### src/rtl/dataflow_merge.sv
// dataflow_merge: two-source round-robin merge onto one valid/ready stream.
// The output side is a one-deep output register plus a one-deep skid register.
// i_ready is derived only from registered state and the source valids, never from o_ready.

module dataflow_merge #(
    parameter int WIDTH = 16
) (
    input  logic               clk,
    input  logic               reset_n,
    input  logic [1:0]         i_valid,
    output logic [1:0]         i_ready,
    input  logic [2*WIDTH-1:0] i_data,
    output logic               o_valid,
    input  logic               o_ready,
    output logic [WIDTH-1:0]   o_data,
    output logic               o_select
);

    // Round-robin pointer naming the preferred source when both are valid.
    logic             rr;

    // Second storage slot, filled only when the output register is stalled.
    logic             skid_valid;
    logic [WIDTH-1:0] skid_data;
    logic             skid_select;

    logic [1:0]       grant;
    logic             in_xfer;
    logic             out_xfer;
    logic             in_select;
    logic [WIDTH-1:0] in_data;

    // Arbitration and handshake decode; ready is held low in reset and when both slots are full.
    always_comb begin
        grant     = 2'b00;
        grant[0]  = i_valid[0] && (!i_valid[1] || !rr);
        grant[1]  = i_valid[1] && (!i_valid[0] || rr);
        i_ready   = (reset_n && !skid_valid) ? grant : 2'b00;
        in_xfer   = |(i_valid & i_ready);
        in_select = i_ready[1];
        in_data   = in_select ? i_data[2*WIDTH-1:WIDTH] : i_data[WIDTH-1:0];
        out_xfer  = o_valid && o_ready;
    end

    // After each accepted word the other source becomes the preferred one.
    always_ff @(posedge clk or negedge reset_n) begin
        if (!reset_n) begin
            rr <= 1'b0;
        end else if (in_xfer) begin
            rr <= ~in_select;
        end
    end

    // Output and skid registers: refill from skid first, otherwise take the new word
    // into whichever slot is free; a word only enters skid while the output is stalled.
    always_ff @(posedge clk or negedge reset_n) begin
        if (!reset_n) begin
            o_valid     <= 1'b0;
            o_data      <= '0;
            o_select    <= 1'b0;
            skid_valid  <= 1'b0;
            skid_data   <= '0;
            skid_select <= 1'b0;
        end else begin
            if (out_xfer && skid_valid) begin
                o_data     <= skid_data;
                o_select   <= skid_select;
                skid_valid <= 1'b0;
            end else if (in_xfer && (!o_valid || out_xfer)) begin
                o_valid  <= 1'b1;
                o_data   <= in_data;
                o_select <= in_select;
            end else if (in_xfer) begin
                skid_valid  <= 1'b1;
                skid_data   <= in_data;
                skid_select <= in_select;
            end else if (out_xfer) begin
                o_valid <= 1'b0;
            end
        end
    end

endmodule

### config.mk
export PLATFORM = sky130hd
export DESIGN_NAME = dataflow_merge
export DESIGN_NICKNAME = d
export VERILOG_FILES = /design/src/rtl/dataflow_merge.sv
export SDC_FILE = /design/constraint.sdc
export NUM_CORES = 1
export LEC_CHECK = 0
export CAP_MARGIN = 20
export CORE_ASPECT_RATIO = 1.4
export CORE_UTILIZATION = 47
export CTS_BUF_LIST = sky130_fd_sc_hd__clkbuf_8
export DETAILED_ROUTE_END_ITERATION = 8
export PLACE_DENSITY_LB_ADDON = 0.08
export SYNTH_ARGS = -nofsm -noshare
export SYNTH_HDL_FRONTEND = slang
export SYNTH_SLANG_ARGS = --single-unit
export TNS_END_PERCENT = 100
### constraint.sdc
create_clock -name clk -period 2.25 [get_ports clk]
set_clock_uncertainty 0.1 [all_clocks]
set_input_delay 0.45 -clock clk [delete_from_list [all_inputs] [get_ports clk]]
set_output_delay 0.45 -clock clk [all_outputs]
set_load 0.01 [all_outputs]
==> run_results.csv, run 1 <==
group,metric,value,unit
finish,drive_gt1_share,9.829,%
sta,relSlewSlack,64.39,%
yosys,netlist.area_leader.share,53.43,%
sta,setup_viol,0,
grt,grt_usage,23.54,%
yosys,synth-main-ff-cell,"dfrtp_1",
hold_path,hold_path.class,"input pin to asynchronous set/reset pin",
setup_path,worstSetupPathType,"input pin to primary output",
place,port_buffers,56,
yosys,ys_seq_elements,37,
yosys,synth_nets,206,
finish,diodes,0,
setup_path,crit_required,1700,ps
floorplanning,design.core.area,3441,um2
grt,grt_pass1_vias,1499,
cts,post_cts_buffers,0,
sta,max_freq,488.8,MHz
yosys,ys.warnings.count,0,
yosys,ys_seq_area_share,53.43,%
drt,drcViolationCount,0,
power_and_ir_drop,vdd_drop_max,790.2,uV
finish,stdcell_area,2432,um2
sta,fin_ws,204.1,ps
cts,path_clk_slew,80,ps
finish,area_delta_synth_final,40.36,%
power_and_ir_drop,p_leak,1.044,nW
floorplanning,die_y,73.85,um
sta,setup_tns,0,ps
outcome,status,"finished clean",
drt,routedWlPerCell,14.70,um
drt,ant_nets,0,
floorplanning,dieArea,3937,um2
grt,grt_pass1_wl,6.541,mm
setup_path,cp_data_arrival_time,1500,ps
cts,clock-root-buffer,"clkbuf_8",
cts,cts-buffers-inserted,5,
grt,antenna_found_initial,0,
sta,slew_viol_final,0,
drt,drtIter0Drc,51,
yosys,async_flop_share,100.0,%
setup_path,worstPathMaxFanout,2,
drt,num_vias,1470,
grt,grt_max_degree,34,
setup_path,cp-start-kind,"input pin",
finish,instances_no_fill,274,
yosys,synth_edf_count,0,
power_and_ir_drop,power_density,1158,nW/um2
cts,clock_path_buffers,2,
place,place_area,2352,um2
floorplanning,num_rows,25,
finish,nNetsFinal,270,
yosys,yosys.area.top_type,"dfrtp_1",
cts,clk_latency,290,ps
place,preCtsSetupSlack,-70.00,ps
place,post-dp-hpwl,2.952,mm
sta,hold_slack,22.15,ps
sta,hold_violations,0,
yosys,synth_cells,169,
flow_run,maxCapViolations,0,
yosys,synth_area_per_cell,10.25,um2
floorplanning,start_util,50.36,%
cts,htree_levels,2,
drt,wl,4.028,mm
cts,cts.sinks,37,
yosys,synth.area.top_cells,"dfrtp_1 (53%), mux2i_1 (9.8%), o221ai_1 (7.1%), a21oi_1 (5.8%), inv_1 (4.5%)",
cts,cts_tree,"done",
floorplanning,num_io_pins,57,
setup_path,end_kind,"primary output",
grt,grt-ovfl-total,0,
yosys,syn_area,1733,um2
finish,nFillCells,283,
sta,period_needed,2046,ps
floorplanning,die_w,53.32,um
place,placed_cells,266,
drt,via_per_inst,5.365,
place,place.gp.congestion,0.7111,
yosys,ys_types,22,
sta,rsz0062_at_grt,"no",
sta,fin_crit_sh,90.93,%
drt,first_pass_iters,4,
sta,worst-slew-pin-transition,533.0,ps
-- registers in the layout, indices dropped and copies added (netlist names) --
register	cells
o_data	16
o_select	1
o_valid	1
rr	1
skid_data	16
skid_select	1
skid_valid	1
-- metal layers --
metal	track usage [%]	vias up	routed length, um
met3	6.211	5	189
met1	26.55	708	1563
met5	0	-	0
met2	41.53	50	2223
li1	-	707	-
met4	8.187	0	51
-- power by group --
part           internal (mW)  switching, mW
Combinational          0.639          0.547
Sequential             0.993          0.191
Clock                  0.210          0.236
Total                   1.84          0.975
-- worst max-delay path, cell delays in order --
cell and delay, ps:
clkdlybuf4s50_1 480, nand3b_1 130, a21oi_2 140, dlygate4sd2_1 290
-- stage by stage --
stage / utilization, % / total power, mW
floorplan: - / 1.837
global placement: 68.36 / 2.326
detailed placement: 68.36 / 2.397
CTS: 70.69 / 2.843
global route: 70.69 / 3.017
finish: 70.69 / 2.817
-- synthesized netlist by cell type (all sizes together) (2+ instances only) --
library cell / instances
buf: 8
o221ai: 16
inv: 21
and2b: 2
nand2: 21
dfrtp: 37
o21ai: 4
a21oi: 22
nor2: 16
mux2i: 17
-- area by class of cell --
class	instances	area (um2)	share of cell area, %
clock inverters	3	13.76	0.5658
multi-input cells	102	654.4	26.90
repair buffers	66	640.6	26.34
well taps	40	50.05	2.058
inverters	21	78.83	3.241
clock buffers	5	68.82	2.829
flip-flops and latches	37	925.9	38.07
-- layout by cell type (no fill, tap or decap) --
cell	count
clkinv_2	2
buf_12	1
o21ai_0	4
nor2_1	16
o211a_1	1
o21a_1	1
buf_2	1
and2b_2	1
a21oi_4	1
o221ai_1	14
mux2i_1	17
nand3b_1	1
a21oi_2	1
and3_1	1
o221ai_2	2
clkbuf_8	5
and2b_1	1
nand2_1	21
clkdlybuf4s50_1	53
a21oi_1	20
buf_4	9
dfrtp_1	37
dlygate4sd2_1	2
inv_1	22
-- logic make-up (layout without fill, tap and decap cells) --
kind of cell,count (synthesis),in the layout,share of synthesized area (%)
compound gates,44,44,18.20
buf+inv,30,95,8.809
flops,37,37,53.43
mux,17,17,9.819
simple gates,41,41,9.748
-- final timing paths --
check	start	end	slack [ps]	cells after the start
min in group clk	skid_data[13]$_DFFE_PN0P_	o_data[13]$_DFFE_PN0P_	390	2
hold / removal	reset_n	o_data[4]$_DFFE_PN0P_	20	2
hold reg to reg	skid_data[13]$_DFFE_PN0P_	o_data[13]$_DFFE_PN0P_	390	2
setup reg to reg	skid_valid$_DFFE_PN0P_	o_data[12]$_DFFE_PN0P_	440	5
setup / recovery	i_valid[1]	i_ready[1]	200	4
max in group asynchronous	reset_n	skid_data[6]$_DFFE_PN0P_	1730	2
-- what timing repair did --
action | 4_1_cts | 5_1_grt
gates resized for setup | 2 | 0
setup endpoints to repair | 2 | 0
endpoints found under the hold margin | 0 | 0
hold buffers | 0 | 0
No activity file was read; power rests on OpenSTA's default activity.
==> inputs of run 2 (changes only) <==
Clock period 2.25 ns to 2.2 ns, I/O delays scaled along.
==> run 2 against run 1 <==
Effect of this change:
- combinational power barely moved
- cell area rose by 0.15%
- power is 2.5% higher
- sequential power is essentially flat
- setup slack worse by 48 ps
- wire length is 2.3% lower
- via count rose by 0.95%
- worst hold slack got worse by 4.0 ps
- sequential cell count stayed put
- global-route usage shrank 0.76 points
- largest power group is now registers
==> run_results.csv, run 2 (synthesis results as in run 1) <==
group,metric,value,unit
outcome,status,"finished clean",
setup_path,cp-start-kind,"input pin",
setup_path,end_kind,"primary output",
setup_path,r2r_cells,5,
finish,diodes,0,
floorplanning,die_w,53.32,um
place,post-dp-hpwl,2.849,mm
power_and_ir_drop,switchingPower,0.9738,mW
power_and_ir_drop,internal-power,1.914,mW
grt,grt_pass1_vias,1479,
finish,nFillCells,278,
drt,via_per_inst,5.436,
hold_path,hold_path.class,"input pin to asynchronous set/reset pin",
cts,cts-buffers-inserted,5,
cts,clock-root-buffer,"clkbuf_8",
setup_path,crit_required,1660,ps
grt,grt_usage,22.78,%
drt,wl,3.936,mm
sta,hold_violations,0,
sta,period_needed,2044,ps
drt,first_pass_iters,4,
setup_path,r2r_end,"o_data[12]$_DFFE_PN0P_",
grt,grt_max_degree,34,
finish,drive_gt1_share,9.442,%
sta,rsz0062_at_grt,"no",
setup_path,crit_family,"buffers and inverters",
grt,grt-ovfl-total,0,
drt,num_vias,1484,
setup_path,worstSetupPathType,"input pin to primary output",
setup_path,cp_slowest_stage_delay,490,ps
floorplanning,design.core.area,3441,um2
place,port_buffers,56,
power_and_ir_drop,p_leak,1.043,nW
power_and_ir_drop,p_seq_share,42.1,%
power_and_ir_drop,power_density,1185,nW/um2
drt,drtIter0Drc,64,
cts,cts_hold_buf,0,
floorplanning,num_rows,25,
sta,relSlewSlack,64.44,%
setup_path,crit_chain,"clkdlybuf4s50_1, nand3b_1, a21oi_2, dlygate4sd2_1",
setup_path,cp_data_arrival_time,1500,ps
setup_path,worstPathMaxFanout,2,
power_and_ir_drop,total_power,2.887,mW
floorplanning,die_y,73.85,um
sta,setup_viol,0,
setup_path,reg2reg_from,"skid_valid$_DFFE_PN0P_",
cts,htree_levels,2,
finish,nNetsFinal,270,
power_and_ir_drop,swShare,33.73,%
drt,drcViolationCount,0,
sta,worst-slew-pin-transition,532.3,ps
flow_run,maxCapViolations,0,
finish,final_common_cell,"clkdlybuf4s50_1",
cts,clock_path_buffers,2,
floorplanning,num_io_pins,57,
grt,antenna_found_initial,0,
power_and_ir_drop,pwr-share-comb,41.8,%
cts,path_clk_slew,70,ps
setup_path,crit_slowest_cell,"clkdlybuf4s50_1",
grt,grt_pass1_wl,6.368,mm
sta,slew_viol_final,0,
sta,max_freq,489.2,MHz
cts,clk_latency,290,ps
sta,fin_crit_sh,92.92,%
sta,setup_tns,0,ps
drt,routedWlPerCell,14.42,um
drt,ant_nets,0,
floorplanning,start_util,50.36,%
finish,top_regs,"o_data x16, skid_data x16",
finish,layout_common_cells,"clkdlybuf4s50_1 (53), dfrtp_1 (37), inv_1 (22)",
setup_path,rrSetupSlack,370,ps
place,place.gp.congestion,0.7118,
setup_path,path_buf_inv,2,
cts,cts.sinks,37,
finish,area_delta_synth_final,40.58,%
power_and_ir_drop,p_clk_share,16.2,%
power_and_ir_drop,vdd_drop_max,795.9,uV
cts,cts_tree,"done",
floorplanning,dieArea,3937,um2
-- run 2: cell type report --
type / count / area, um2 / share of cell area (%)
clock buffer: 6 / 82.58 / 3.390
clock inverter: 1 / 3.754 / 0.1541
inverter: 21 / 78.83 / 3.236
multi-input combinational: 102 / 654.4 / 26.86
sequential: 37 / 925.9 / 38.01
tap: 40 / 50.05 / 2.054
timing repair buffer: 66 / 640.6 / 26.30
-- run 2: timing repair --
item                       in CTS  in global routing
buffers inserted                0                  0
gates resized for setup         2                  0
hold endpoints to repair        0                  0
setup endpoints to repair       2                  0
-- run 2: per-layer routing --
layer | up-vias | track usage (%) | share of wire [%] | routed length, um
met2 | 54 | 40.00 | 53 | 2102
met1 | 714 | 25.07 | 40 | 1560
met5 | - | 0 | 0 | 0
met3 | 8 | 6.211 | 4.9 | 192
li1 | 708 | - | - | -
met4 | 0 | 9.357 | 2.0 | 80
-- run 2: power groups by stage --
stage	Combinational, mW	Sequential (mW)	Clock (mW)
2_1_floorplan	0.620	1.26	0
3_3_place_gp	1.18	1.20	0
3_5_place_dp	1.22	1.22	0
4_1_cts	1.23	1.21	0.478
5_1_grt	1.34	1.25	0.507
6_report	1.21	1.21	0.467
-- run 2: per-stage QoR --
step / setup slack (ps) / utilization, % / area [um2] / instances / hold slack [ps]
finish: 155.8 / 70.80 / 2436 / 273 / 18.10
floorplan: 610.4 / - / 1733 / 169 / 44.41
global placement: -75.21 / 68.36 / 2352 / 266 / 321.3
global route: 68.77 / 70.80 / 2436 / 273 / 28.05
CTS: 154.4 / 70.80 / 2436 / 273 / 18.77
detailed placement: -117.8 / 68.36 / 2352 / 266 / 325.1
-- run 2: how the worst max path moves through the flow --
stage	slack, ps	to	start	cells past startpoint
floorplan	610	o_data[8]$_DFFE_PN0P_	skid_valid$_DFFE_PN0P_	6
global placement	-80	i_ready[1]	i_valid[1]	4
detailed placement	-120	i_ready[1]	i_valid[1]	4
CTS	150	i_ready[1]	i_valid[1]	4
global route	70	i_ready[1]	i_valid[1]	4
finish	160	i_ready[1]	i_valid[1]	4
==> inputs of run 3 (changes only) <==
==> constraint.sdc (replaced) <==
create_clock -name clk -period 2.2 [get_ports clk]
set_clock_uncertainty 0.1 [all_clocks]
set_input_delay 0.44 -clock clk [delete_from_list [all_inputs] [get_ports clk]]
set_output_delay 0.44 -clock clk [all_outputs]
set_load 0.1 [all_outputs]
==> run 3 against run 2 <==
Effect of this change:
- clock power rose by 11%
- sequential share of layout area is essentially flat
- global-route usage rose by 0.22 points
- wire length rose by 5.7%
- sequential cell count unchanged
- first-iteration DRC count shrank 30%
- utilization hardly changed
- worst hold slack gained 44 ps
==> run_results.csv, run 3 (synthesis results as in run 1) <==
group,metric,value,unit
drt,ant_nets,0,
setup_path,crit_end,"i_ready[1]",
flow_run,maxCapViolations,0,
cts,post_cts_buffers,0,
drt,via_per_inst,5.462,
floorplanning,dieArea,3937,um2
sta,fin_crit_sh,97.03,%
setup_path,cp_data_arrival_time,1590,ps
setup_path,rrSetupSlack,370,ps
setup_path,worstPathMaxFanout,10,
setup_path,reg2reg_from,"skid_valid$_DFFE_PN0P_",
setup_path,crit_slowest_cell,"clkdlybuf4s50_1",
drt,first_pass_iters,4,
sta,worst-slew-pin-transition,540.6,ps
hold_path,hold_path.class,"input pin to asynchronous set/reset pin",
finish,area_delta_synth_final,40.65,%
grt,grt_usage,23.00,%
finish,top_regs,"o_data x16, skid_data x16",
sta,max_freq,468.4,MHz
sta,period_needed,2135,ps
sta,rsz0062_at_grt,"no",
finish,drive_gt1_share,18.88,%
sta,hold_violations,0,
floorplanning,design.core.area,3441,um2
outcome,status,"finished clean",
finish,layout_common_cells,"dfrtp_1 (37), clkdlybuf4s50_1 (35), buf_4 (25)",
power_and_ir_drop,power_density,1668,nW/um2
setup_path,crit_cells,5,
setup_path,crit_chain,"clkdlybuf4s50_1, nand3b_1, a21oi_2, buf_12, buf_12",
place,place.gp.congestion,0.7028,
cts,path_clk_slew,70,ps
floorplanning,num_rows,25,
drt,num_vias,1491,
cts,clock-root-buffer,"clkbuf_8",
cts,cts.sinks,37,
setup_path,cpMostUsedCell,"buf_12",
setup_path,end_kind,"primary output",
place,port_buffers,56,
cts,clk_latency,280,ps
power_and_ir_drop,p_leak,1.072,nW
sta,relSlewSlack,63.88,%
cts,cts_tree,"done",
setup_path,r2r_cells,4,
setup_path,worstSetupPathType,"input pin to primary output",
grt,antenna_found_initial,0,
drt,wl,4.161,mm
sta,setup_tns,0,ps
drt,routedWlPerCell,15.24,um
finish,diodes,0,
setup_path,cp_slowest_stage_delay,470,ps
floorplanning,die_y,73.85,um
sta,hold_slack,62.42,ps
setup_path,cp-start-kind,"input pin",
finish,nNetsFinal,269,
setup_path,crit_required,1660,ps
setup_path,path_buf_inv,3,
sta,slew_viol_final,0,
drt,drtIter0Drc,45,
cts,htree_levels,2,
cts,cts-buffers-inserted,5,
finish,final_common_cell,"dfrtp_1",
cts,cts-resized-gates,0,
finish,nFillCells,266,
floorplanning,num_io_pins,57,
setup_path,r2r_end,"o_data[10]$_DFFE_PN0P_",
place,post-dp-hpwl,3.090,mm
floorplanning,start_util,50.36,%
sta,setup_viol,0,
setup_path,crit_family,"buffers and inverters",
setup_path,startpoint,"i_valid[1]",
grt,grt_pass1_wl,6.492,mm
floorplanning,die_w,53.32,um
drt,drcViolationCount,0,
cts,cts_hold_buf,0,
grt,grt_max_degree,34,
grt,grt-ovfl-total,0,
power_and_ir_drop,vdd_drop_max,1248,uV
cts,clock_path_buffers,2,
grt,grt_pass1_vias,1466,
[run 3: cell types whose count changed in the layout (fill, tap and decap cells not counted), moves of 2 or more]
cell and delta:
clkdlybuf4s50_1 -18, buf_4 +16, buf_12 +3, dlygate4sd2_1 -2
[run 3: worst min-delay path by stage]
stage	slack, ps	from	to	cells past startpoint
3_3_place_gp	350	reset_n	skid_valid$_DFFE_PN0P_	2
6_report	60	reset_n	o_valid$_DFFE_PN0P_	2
5_1_grt	70	reset_n	o_data[2]$_DFFE_PN0P_	2
4_1_cts	60	reset_n	o_data[2]$_DFFE_PN0P_	2
2_1_floorplan	40	reset_n	o_data[0]$_DFFE_PN0P_	0
3_5_place_dp	360	reset_n	o_data[2]$_DFFE_PN0P_	2
[run 3: report_power, final]
part / leakage (nW) / total (mW) / switching [mW] / internal [mW]
registers: 0.437 / 1.21 / 0.197 / 1.02
clock network: 0.0542 / 0.519 / 0.236 / 0.283
logic: 0.581 / 2.33 / 1.71 / 0.619
[run 3: routing by layer]
layer  global-route usage (%)  wire length (um)
met3                    4.555               194
met1                    25.99              1619
met2                    41.11              2293
met5                        0                 0
met4                    8.772                53
[run 3: per-stage QoR]
| stage | power [mW] | std cells | worst slack (ps) | util (%) | area [um2] |
|---|---|---|---|---|---|
| 6_report | 4.065 | 273 | 65.25 | 70.84 | 2437 |
| 5_1_grt | 4.261 | 273 | 4.844 | 70.84 | 2437 |
| 4_1_cts | 4.090 | 273 | 60.66 | 70.84 | 2437 |
| 3_5_place_dp | 3.568 | 265 | -18.46 | 67.89 | 2336 |
| 3_3_place_gp | 3.491 | 265 | 41.94 | 67.89 | 2336 |
| 2_1_floorplan | 3.014 | 169 | 63.10 | - | 1737 |
[run 3: cell type report]
cell class	count	area (um2)	share of cell area, %
clock buffers	7	96.34	3.953
repair buffers	65	623.1	25.56
multi-input cells	102	658.1	27.00
well taps	40	50.05	2.053
flip-flops and latches	37	925.9	37.99
clock inverters	1	5.005	0.2053
inverters	21	78.83	3.234
